$ cat src/rtl/encode_inst_pkg.sv
// Shared constants and field-packing helpers for the RV32I instruction encoder.
// Range-check helpers are used only when ENCODE_INST_RANGE_CHECK_EN is defined.
package encode_inst_pkg;

  localparam logic [3:0] OP_R_ALU  = 4'd0;
  localparam logic [3:0] OP_I_ALU  = 4'd1;
  localparam logic [3:0] OP_LOAD   = 4'd2;
  localparam logic [3:0] OP_STORE  = 4'd3;
  localparam logic [3:0] OP_BRANCH = 4'd4;
  localparam logic [3:0] OP_JAL    = 4'd5;
  localparam logic [3:0] OP_JALR   = 4'd6;
  localparam logic [3:0] OP_LUI    = 4'd7;
  localparam logic [3:0] OP_AUIPC  = 4'd8;

  localparam logic [3:0] FN_ADD  = 4'd0;
  localparam logic [3:0] FN_SUB  = 4'd1;
  localparam logic [3:0] FN_SLL  = 4'd2;
  localparam logic [3:0] FN_SLT  = 4'd3;
  localparam logic [3:0] FN_SLTU = 4'd4;
  localparam logic [3:0] FN_XOR  = 4'd5;
  localparam logic [3:0] FN_SRL  = 4'd6;
  localparam logic [3:0] FN_SRA  = 4'd7;
  localparam logic [3:0] FN_OR   = 4'd8;
  localparam logic [3:0] FN_AND  = 4'd9;

  localparam logic [6:0] OPC_R      = 7'b0110011;
  localparam logic [6:0] OPC_I      = 7'b0010011;
  localparam logic [6:0] OPC_LOAD   = 7'b0000011;
  localparam logic [6:0] OPC_STORE  = 7'b0100011;
  localparam logic [6:0] OPC_BRANCH = 7'b1100011;
  localparam logic [6:0] OPC_JAL    = 7'b1101111;
  localparam logic [6:0] OPC_JALR   = 7'b1100111;
  localparam logic [6:0] OPC_LUI    = 7'b0110111;
  localparam logic [6:0] OPC_AUIPC  = 7'b0010111;

  localparam logic [31:0] NOP = 32'h0000_0013;

  // ALU function code to funct3; SUB/SRA share funct3 with ADD/SRL.
  function automatic logic [2:0] alu_funct3(input logic [3:0] fn);
    case (fn)
      FN_SLL:  return 3'b001;
      FN_SLT:  return 3'b010;
      FN_SLTU: return 3'b011;
      FN_XOR:  return 3'b100;
      FN_SRL,
      FN_SRA:  return 3'b101;
      FN_OR:   return 3'b110;
      FN_AND:  return 3'b111;
      default: return 3'b000;
    endcase
  endfunction

  function automatic logic [6:0] alu_funct7(input logic [3:0] fn);
    return (fn == FN_SUB || fn == FN_SRA) ? 7'b0100000 : 7'b0000000;
  endfunction

  // Immediate packers return the immediate bits already in instruction position.
  function automatic logic [31:0] pack_i(input logic [31:0] imm);
    return {imm[11:0], 20'b0};
  endfunction

  function automatic logic [31:0] pack_s(input logic [31:0] imm);
    return {imm[11:5], 13'b0, imm[4:0], 7'b0};
  endfunction

  function automatic logic [31:0] pack_b(input logic [31:0] imm);
    return {imm[12], imm[10:5], 13'b0, imm[4:1], imm[11], 7'b0};
  endfunction

  function automatic logic [31:0] pack_u(input logic [31:0] imm);
    return {imm[31:12], 12'b0};
  endfunction

  function automatic logic [31:0] pack_j(input logic [31:0] imm);
    return {imm[20], imm[10:1], imm[11], imm[19:12], 12'b0};
  endfunction

  function automatic logic fits_12(input logic [31:0] imm);
    return (imm[31:11] == '0) || (imm[31:11] == '1);
  endfunction

  function automatic logic fits_b(input logic [31:0] imm);
    return ((imm[31:12] == '0) || (imm[31:12] == '1)) && !imm[0];
  endfunction

  function automatic logic fits_j(input logic [31:0] imm);
    return ((imm[31:20] == '0) || (imm[31:20] == '1)) && !imm[0];
  endfunction

  function automatic logic fits_u(input logic [31:0] imm);
    return imm[11:0] == '0;
  endfunction

  function automatic logic fits_shamt(input logic [31:0] imm);
    return imm[31:5] == '0;
  endfunction

endpackage

$ cat src/rtl/inst_fifo.sv
// DEPTH-entry FIFO for encoded words; synchronous active-low reset clears the
// pointers only, and the read port shows zero while empty.
module inst_fifo #(
  parameter int DEPTH = 2,
  parameter int W     = 33
) (
  input  logic         clk,
  input  logic         rst_n,
  input  logic         push,
  input  logic [W-1:0] wdata,
  output logic         full,
  input  logic         pop,
  output logic [W-1:0] rdata,
  output logic         empty
);

  localparam int AW = (DEPTH > 1) ? $clog2(DEPTH) : 1;

  logic [W-1:0] mem [DEPTH];
  logic [AW:0]  wr_ptr;
  logic [AW:0]  rd_ptr;
  logic         do_push;
  logic         do_pop;

  assign empty   = (wr_ptr == rd_ptr);
  assign full    = (wr_ptr[AW] != rd_ptr[AW]) && (wr_ptr[AW-1:0] == rd_ptr[AW-1:0]);
  // A push while full is refused even if the same cycle pops.
  assign do_push = push && !full;
  assign do_pop  = pop && !empty;
  assign rdata   = empty ? '0 : mem[rd_ptr[AW-1:0]];

  // NOTE: storage is left unreset; the pointers alone define which entries are valid.
  always_ff @(posedge clk) begin
    if (do_push) mem[wr_ptr[AW-1:0]] <= wdata;
  end

  // NOTE: sequential state uses non-blocking assignments so every flop samples pre-edge values.
  always_ff @(posedge clk) begin
    if (!rst_n) begin
      wr_ptr <= '0;
      rd_ptr <= '0;
    end else begin
      if (do_push) wr_ptr <= wr_ptr + 1'b1;
      if (do_pop)  rd_ptr <= rd_ptr + 1'b1;
    end
  end

endmodule

$ cat src/rtl/encode_inst.sv
// RV32I encoder: packs decoded fields into instruction words and buffers them.
// Optional macro ENCODE_INST_RANGE_CHECK_EN flags immediates that do not fit.
module encode_inst
  import encode_inst_pkg::*;
#(
  parameter int DEPTH = 2,
  parameter int CNT_W = 16
) (
  input  logic             clk,
  input  logic             rst_n,
  input  logic             in_valid,
  output logic             in_ready,
  input  logic [3:0]       op_class,
  input  logic [3:0]       funct,
  input  logic [4:0]       rd,
  input  logic [4:0]       rs1,
  input  logic [4:0]       rs2,
  input  logic [31:0]      imm,
  output logic             out_valid,
  input  logic             out_ready,
  output logic [31:0]      out_inst,
  output logic             out_err,
  output logic [CNT_W-1:0] inst_cnt
);

  logic [31:0] raw_word;
  logic [31:0] enc_word;
  logic        field_err;
  logic        range_err;
  logic        enc_err;
  logic        is_shift;
  logic        fifo_full;
  logic        fifo_empty;
  logic        accept;
  logic [32:0] fifo_rdata;

  assign is_shift = (funct == FN_SLL) || (funct == FN_SRL) || (funct == FN_SRA);

  // NOTE: every combinational output gets a default first so no path infers a latch.
  always_comb begin
    raw_word  = '0;
    field_err = 1'b0;
    range_err = 1'b0;
    case (op_class)
      OP_R_ALU: begin
        field_err = (funct > FN_AND);
        raw_word  = {alu_funct7(funct), rs2, rs1, alu_funct3(funct), rd, OPC_R};
      end
      OP_I_ALU: begin
        field_err = (funct > FN_AND) || (funct == FN_SUB);
        if (is_shift) begin
          raw_word  = {alu_funct7(funct), imm[4:0], rs1, alu_funct3(funct), rd, OPC_I};
          range_err = !fits_shamt(imm);
        end else begin
          raw_word  = pack_i(imm) | {12'b0, rs1, alu_funct3(funct), rd, OPC_I};
          range_err = !fits_12(imm);
        end
      end
      OP_LOAD: begin
        field_err = !(funct inside {4'd0, 4'd1, 4'd2, 4'd4, 4'd5});
        raw_word  = pack_i(imm) | {12'b0, rs1, funct[2:0], rd, OPC_LOAD};
        range_err = !fits_12(imm);
      end
      OP_STORE: begin
        field_err = (funct > 4'd2);
        raw_word  = pack_s(imm) | {7'b0, rs2, rs1, funct[2:0], 5'b0, OPC_STORE};
        range_err = !fits_12(imm);
      end
      OP_BRANCH: begin
        field_err = !(funct inside {4'd0, 4'd1, 4'd4, 4'd5, 4'd6, 4'd7});
        raw_word  = pack_b(imm) | {7'b0, rs2, rs1, funct[2:0], 5'b0, OPC_BRANCH};
        range_err = !fits_b(imm);
      end
      OP_JAL: begin
        raw_word  = pack_j(imm) | {20'b0, rd, OPC_JAL};
        range_err = !fits_j(imm);
      end
      OP_JALR: begin
        raw_word  = pack_i(imm) | {12'b0, rs1, 3'b000, rd, OPC_JALR};
        range_err = !fits_12(imm);
      end
      OP_LUI: begin
        raw_word  = pack_u(imm) | {20'b0, rd, OPC_LUI};
        range_err = !fits_u(imm);
      end
      OP_AUIPC: begin
        raw_word  = pack_u(imm) | {20'b0, rd, OPC_AUIPC};
        range_err = !fits_u(imm);
      end
      default: field_err = 1'b1;
    endcase
  end

`ifdef ENCODE_INST_RANGE_CHECK_EN
  assign enc_err = field_err || range_err;
`else
  assign enc_err = field_err;
`endif

  assign enc_word = enc_err ? NOP : raw_word;
  assign in_ready = !fifo_full;
  assign accept   = in_valid && in_ready;

  always_ff @(posedge clk) begin
    if (!rst_n) begin
      inst_cnt <= '0;
    end else if (accept) begin
      inst_cnt <= inst_cnt + CNT_W'(1);
    end
  end

  inst_fifo #(
    .DEPTH (DEPTH),
    .W     (33)
  ) u_fifo (
    .clk   (clk),
    .rst_n (rst_n),
    .push  (accept),
    .wdata ({enc_err, enc_word}),
    .full  (fifo_full),
    .pop   (out_ready),
    .rdata (fifo_rdata),
    .empty (fifo_empty)
  );

  assign out_valid = !fifo_empty;
  assign out_inst  = fifo_rdata[31:0];
  assign out_err   = fifo_rdata[32];

endmodule

$ cat config.mk
export PLATFORM = sky130hd
export DESIGN_NAME = encode_inst
export DESIGN_NICKNAME = d
export VERILOG_FILES = /design/src/rtl/encode_inst_pkg.sv /design/src/rtl/inst_fifo.sv /design/src/rtl/encode_inst.sv
export SDC_FILE = /design/constraint.sdc
export NUM_CORES = 1
export LEC_CHECK = 0
export BUFFER_PORTS_ARGS = -buffer_cell sky130_fd_sc_hd__buf_2
export CAP_MARGIN = 10
export CORE_AREA = 2 2 98 100
export DETAILED_ROUTE_END_ITERATION = 8
export DIE_AREA = 0 0 100 102
export PLACE_DENSITY = 0.89
export SLEW_MARGIN = 25
export SYNTH_ARGS = -nofsm -noshare
export SYNTH_HDL_FRONTEND = slang
export SYNTH_SLANG_ARGS = --single-unit
$ cat constraint.sdc
create_clock -name clk -period 3.35 [get_ports clk]
set_clock_uncertainty 0.2 [all_clocks]
set_input_delay 0.335 -clock clk [delete_from_list [all_inputs] [get_ports clk]]
set_output_delay 0.335 -clock clk [all_outputs]
set_load 0.02 [all_outputs]
Yosys cells after proc, flatten, opt, wreduce, memory -nomap -nowiden
Memory sizes are Yosys's and may differ from the RTL's. A register that Yosys moved wholly into a read port is not among the register bits.
Cells that the tools add are included.
W data, S select, Z words.
{"block": "op_classes", "n_addsub": 3, "order_cmp": 2, "eq_ne": 17, "mux": 12, "n_bitwise": 8, "n_reduce_logical": 17}
{"operator": "$pmux W32 S9", "count": 1}
{"operator": "$or A32 B12 Y32", "count": 3}
{"operator": "$or A32 B20 Y32", "count": 3}
{"operator": "$mux W32", "count": 2}
{"operator": "$or A32 B25 Y32", "count": 2}
{"operator": "$mux W33", "count": 1}
{"operator": "$eq A4 B3 Y1 const B", "count": 8}
{"operator": "$add A16 B1 Y16 const B", "count": 1}
{"operator": "$eq A4 B2 Y1 const B", "count": 3}
{"operator": "$eq A4 B1 Y1 const B", "count": 2}
{"operator": "$logic_not A4 Y1", "count": 2}
{"operator": "$mux W3", "count": 2}
{"operator": "$mux W6", "count": 1}
{"operator": "$pmux W1 S6", "count": 1}
{"operator": "$reduce_bool A6 Y1", "count": 1}
{"operator": "$reduce_bool A5 Y1", "count": 1}
{"operator": "$add A2 B1 Y2 const B", "count": 2}
{"operator": "$eq A4 B4 Y1 const B", "count": 1}
{"operator": "$gt A4 B2 Y1 const B", "count": 1}
{"operator": "$gt A4 B4 Y1 const B", "count": 1}
{"operator": "$logic_and A1 B1 Y1", "count": 4}
{"operator": "$logic_not A1 Y1", "count": 4}
{"operator": "$logic_or A1 B1 Y1", "count": 4}
{"operator": "$mux W1", "count": 4}
{"operator": "4 further kinds", "count": 4}
{"block": "word_totals", "regBits": 20, "ram_bits": 66, "rom_bits": 144, "in_bits": 59, "out_inout_bits": 51, "n_memories": 4}
{"memory": "u_fifo.mem", "words": 2, "width": 33, "rd": 1, "rd_clocked_by_memory_dff": 1, "wr": 1, "line": "inst_fifo.sv:19", "text": "logic [W-1:0] mem [DEPTH];"}
{"memory": "(no name shown)", "words": 16, "width": 3, "rd": 1, "rd_clocked_by_memory_dff": 0, "wr": 0, "line": "encode_inst_pkg.sv:40", "text": "case (fn)"}
{"memory": "(no name shown)", "words": 16, "width": 3, "rd": 1, "rd_clocked_by_memory_dff": 0, "wr": 0, "line": "encode_inst_pkg.sv:40"}
{"memory": "(no name shown)", "words": 16, "width": 3, "rd": 1, "rd_clocked_by_memory_dff": 0, "wr": 0, "line": "encode_inst_pkg.sv:40"}

Longest topological paths before layout
{"block": "depth", "ltp_word": 9, "depth_mapped": 7, "ltp_nobuf": 5}

Hierarchy
Synthesis repeated with hierarchy kept, for this count alone.
{"block": "unflattened", "hier_cells": 430, "hier_area_um2": 4690.7}
{"module": "inst_fifo", "instances": 1, "cells_per_inst": 172, "area_each_um2": 2798.9, "seq_area_each_um2": 2082.0}
{"module": "encode_inst", "instances": 1, "cells_per_inst": 258, "area_each_um2": 1891.8, "seq_area_each_um2": 320.3}

Worst setup path after synthesis
Ideal clock, no wire load.
{"block": "synth_timing", "path_type": "register -> register", "from": "reg u_fifo.wr_ptr[0]", "to": "mem u_fifo.mem[0][10] (enable)", "setup_ps": 423, "t_arrival_ps": 2299, "required_time_ps": 2727, "setup_slack_ps": 428, "path_stages_with_launch": 5, "n_path_buf": 1, "synth_period_minus_slack_ps": 2922, "path_cell_list": "dfxtp_1 > xor2_1 > buf_4 > o21ai_1 > nor2_1"}
{"block": "synth_via", "elab_chain_len": 7}
{"element": "from (decl)", "line": "inst_fifo.sv:20", "text": "logic [AW:0] wr_ptr;"}
{"element": "from (signal assigned)", "line": "inst_fifo.sv:43", "text": "if (do_push) wr_ptr <= wr_ptr + 1'b1;"}
{"element": "$eq A1 B1 Y1", "line": "inst_fifo.sv:26", "text": "assign full = (wr_ptr[AW] != rd_ptr[AW]) && (wr_ptr[AW-1:0] == rd_ptr[AW-1:0]);"}
{"element": "$logic_and A1 B1 Y1", "line": "inst_fifo.sv:26"}
{"element": "$logic_not A1 Y1", "line": "inst_fifo.sv:28, encode_inst.sv:101"}
{"element": "$logic_and A1 B1 Y1", "line": "encode_inst.sv:102", "text": "assign accept = in_valid && in_ready;"}
{"element": "$logic_and A1 B1 Y1", "line": "inst_fifo.sv:28", "text": "assign do_push = push && !full;"}
{"element": "$mux W1", "line": "inst_fifo.sv:34", "text": "if (do_push) mem[wr_ptr[AW-1:0]] <= wdata;"}
{"element": "$mux W1 (implied by the code)", "line": "inst_fifo.sv:34"}
{"element": "to (decl)", "line": "inst_fifo.sv:19"}
Several ways; a longest one is shown, not always the timed one.

Worst setup path in the final report
{"block": "layout_timing", "from": "reg u_fifo.rd_ptr[0]", "to": "out out_inst[0]"}
{"block": "layout_via", "elab_chain_len": 2}
{"element": "from (decl)", "line": "inst_fifo.sv:21", "text": "logic [AW:0] rd_ptr;"}
{"element": "from (signal assigned)", "line": "inst_fifo.sv:44", "text": "if (do_pop) rd_ptr <= rd_ptr + 1'b1;"}
{"element": "$eq A2 B2 Y1", "line": "inst_fifo.sv:25", "text": "assign empty = (wr_ptr == rd_ptr);"}
{"element": "$mux W33", "line": "inst_fifo.sv:30", "text": "assign rdata = empty ? '0 : mem[rd_ptr[AW-1:0]];"}
{"element": "to (decl)", "line": "encode_inst.sv:21", "text": "output logic [31:0] out_inst,"}
No other way between the ends.

==> flow_metrics.py <==
metrics = {
    "cts": {
        "h-tree-depth": 3,
        "clkSinkCount": 85,
        "cts.path.max_buffers": 2,
        "clk_latency_ns": 0.35,
        "cts.clk_slew.worst_paths_ns": 0.10,
        "cts_resized": 0,
        "cts_hold_buf": 0,
        "clockRootBuffer": "clkbuf_8",
        "cts_tree": "yes",
        "numCtsBuffers": 9,
        "post_cts_buffers": 0,
    },
    "global_route": {
        "grt_use_met1_pct": 31.4,
        "grt_max_degree": 38,
        "grt_pass1_vias": 3699,
        "grt_use_total_pct": 22.8,
        "grt-busiest-layer": "met2",
        "grtUsageMet3_pct": 3.15,
        "antenna_found_initial": 0,
        "overflow": 0,
        "grt_pass1_wl_mm": 18.2,
        "met2_usage_pct": 36.9,
    },
    "run": {
        "cap_violations": 0,
    },
    "drt": {
        "num_vias": 4042,
        "viasPerCell": 6.11,
        "first_pass_iters": 5,
        "wire_per_inst_um": 17.5,
        "wirelength_mm": 11.5,
        "drc": 0,
        "drt-initial-drc-count": 378,
        "ant_nets": 0,
    },
    "place": {
        "dp_hpwl_mm": 8.14,
        "portBuffers": 109,
        "routabilityCongestion": 0.901,
    },
    "timing": {
        "min_period_over_period_pct": 75.2,
        "finalMaxSlewViolations": 0,
        "maxSlewHeadroom_pct": 34.9,
        "final_hold_viol_count": 0,
        "rsz0062_at_grt": "no",
        "setup_viol": 0,
        "max_freq_mhz": 397,
        "tns_ns": 0,
        "worst_pin_slew_ns": 0.977,
        "layout_min_cycle_time_ns": 2.52,
    },
    "setup_path": {
        "critPathMaxFanout": 25,
        "crit_path_end_kind": "output pin",
        "crit_arrival_ns": 1.99,
        "start_kind": "register",
        "cp.required_ns": 2.81,
        "timing_worst_setup_path_type": "reg2out",
    },
    "die": {
        "die_h_um": 102,
        "die_area_mm2": 0.0102,
        "die_w_um": 100,
        "fp-row-count": 35,
        "coreArea_mm2": 0.00911,
        "start_util_pct": 53.5,
        "boundaryPins": 110,
    },
    "power_and_ir_drop": {
        "p_leak_nw": 2.11,
        "power.density_mw_per_mm2": 586,
        "irDropWorstVdd_v": 0.000233,
        "finalPower_mw": 3.29,
    },
    "final_layout": {
        "layout_common_cells": "109 x buf_2, 64 x edfxtp_1, 42 x nor2_1, 40 x mux2i_1, 23 x nand2_1",
        "fin_nets": 605,
        "final_common_cell": "buf_2",
        "drive_gt1_share_pct": 27.8,
        "antenna_cells": 0,
        "syn_to_final_growth_pct": 15.1,
        "postLayoutCoreUtil_pct": 61.6,
    },
    "synthesis": {
        "async_flop_share_pct": 0,
        "synth_edf_count": 64,
        "yosysWarningCount": 0,
        "synth_area_mm2": 0.00487,
        "synthFlopType": "edfxtp_1",
        "yosys.cell_types.count": 68,
        "syn_avg_cell_area_um2": 10.7,
        "ys_ff_latch": 85,
        "seq_area_frac_synth_pct": 48.1,
        "syn_inst": 455,
    },
    "hold_path": {
        "hold_class": "in2reg",
    },
    "status": {
        "outcome": "finished, final reports clean",
    },
}
==> layer usage <==
layer | vias to the layer above | part of all wire, %
li1 | 1889 | -
met5 | - | 0
met2 | 201 | 49
met1 | 1934 | 42
met3 | 18 | 7.3
met4 | 0 | 1.8
==> final timing paths <==
path	from	end	slack (ns)	depth (start not counted)
max	u_fifo.rd_ptr[0]$_SDFFE_PN0P_	out_inst[0]	0.83	6
min reg2reg	inst_cnt[15]$_SDFFE_PN0P_	inst_cnt[15]$_SDFFE_PN0P_	0.29	2
max reg2reg	u_fifo.wr_ptr[0]$_SDFFE_PN0P_	u_fifo.mem[0][30]$_DFFE_PP_	1.31	5
min	rst_n	u_fifo.wr_ptr[0]$_SDFFE_PN0P_	0.17	2
==> flip-flops by register name, indices dropped and copies added, names as in the netlist, named ones only <==
name	count
u_fifo.mem	64
inst_cnt	16
u_fifo.rd_ptr	2
u_fifo.wr_ptr	2
==> worst max-delay path, cell delays in order (launching register included) <==
cell and delay (ns):
dfxtp_1 0.35, xor2_1 0.17, buf_4 0.19, nor2_2 0.30, buf_4 0.34, nor2_1 0.12
buf_2 0.17
==> power breakdown <==
group	switching [mW]	internal, mW	leakage, nW
clock network	0.378	0.353	0.0988
logic	0.735	0.432	1.23
registers	0.118	1.27	0.785
total	1.23	2.06	2.11
==> synthesized netlist by cell type (7+ instances only) <==
master / instances / share of area, %
a21oi_1: 14 / 1.4
inv_1: 8 / 0.62
nor2b_1: 18 / 2.3
xnor2_1: 10 / 1.8
nor3_1: 8 / 0.82
a21boi_1: 8 / 1.2
o21ai_0: 14 / 1.4
mux2i_1: 40 / 8.2
nand2_1: 23 / 1.8
buf_2: 13 / 1.3
a211oi_1: 20 / 3.1
a211o_1: 8 / 1.4
dfxtp_1: 21 / 8.6
clkbuf_1: 13 / 1.0
o211ai_1: 9 / 1.4
and2_1: 13 / 1.7
a22oi_1: 7 / 1.1
or3_1: 8 / 1.0
nor2_1: 44 / 3.4
edfxtp_1: 64 / 39
==> cells by family after synthesis <==
group	count (synthesis)	share of synthesized area, %
simple gates	150	16.5
xor+xnor	13	2.72
fa+ha+maj	1	0.257
mux	44	9.37
other cells	1	0.0769
buf+inv	46	4.90
compound gates	115	18.1
flops	85	48.1
==> cell type report <==
cell class / count / area [µm²]
Sequential cell: 85 / 2340
Clock inverter: 6 / 71.3
Timing Repair Buffer: 116 / 598
Clock buffer: 10 / 128
Tap cell: 111 / 139
Inverter: 8 / 30.0
Fill cell: 768 / 3500
Multi-Input combinational cell: 325 / 2300
==> per-stage QoR <==
step / setup slack (ns) / hold slack, ns / instances / area (µm²)
after floorplan: 0.428 / 0.288 / 456 / 4880
after global placement: 0.779 / 0.255 / 645 / 5410
after detailed placement: 0.690 / 0.279 / 645 / 5410
after CTS: 0.805 / 0.158 / 661 / 5610
after global routing: 0.615 / 0.176 / 661 / 5610
final: 0.830 / 0.172 / 661 / 5610
No activity file was read; power rests on OpenSTA's default activity.
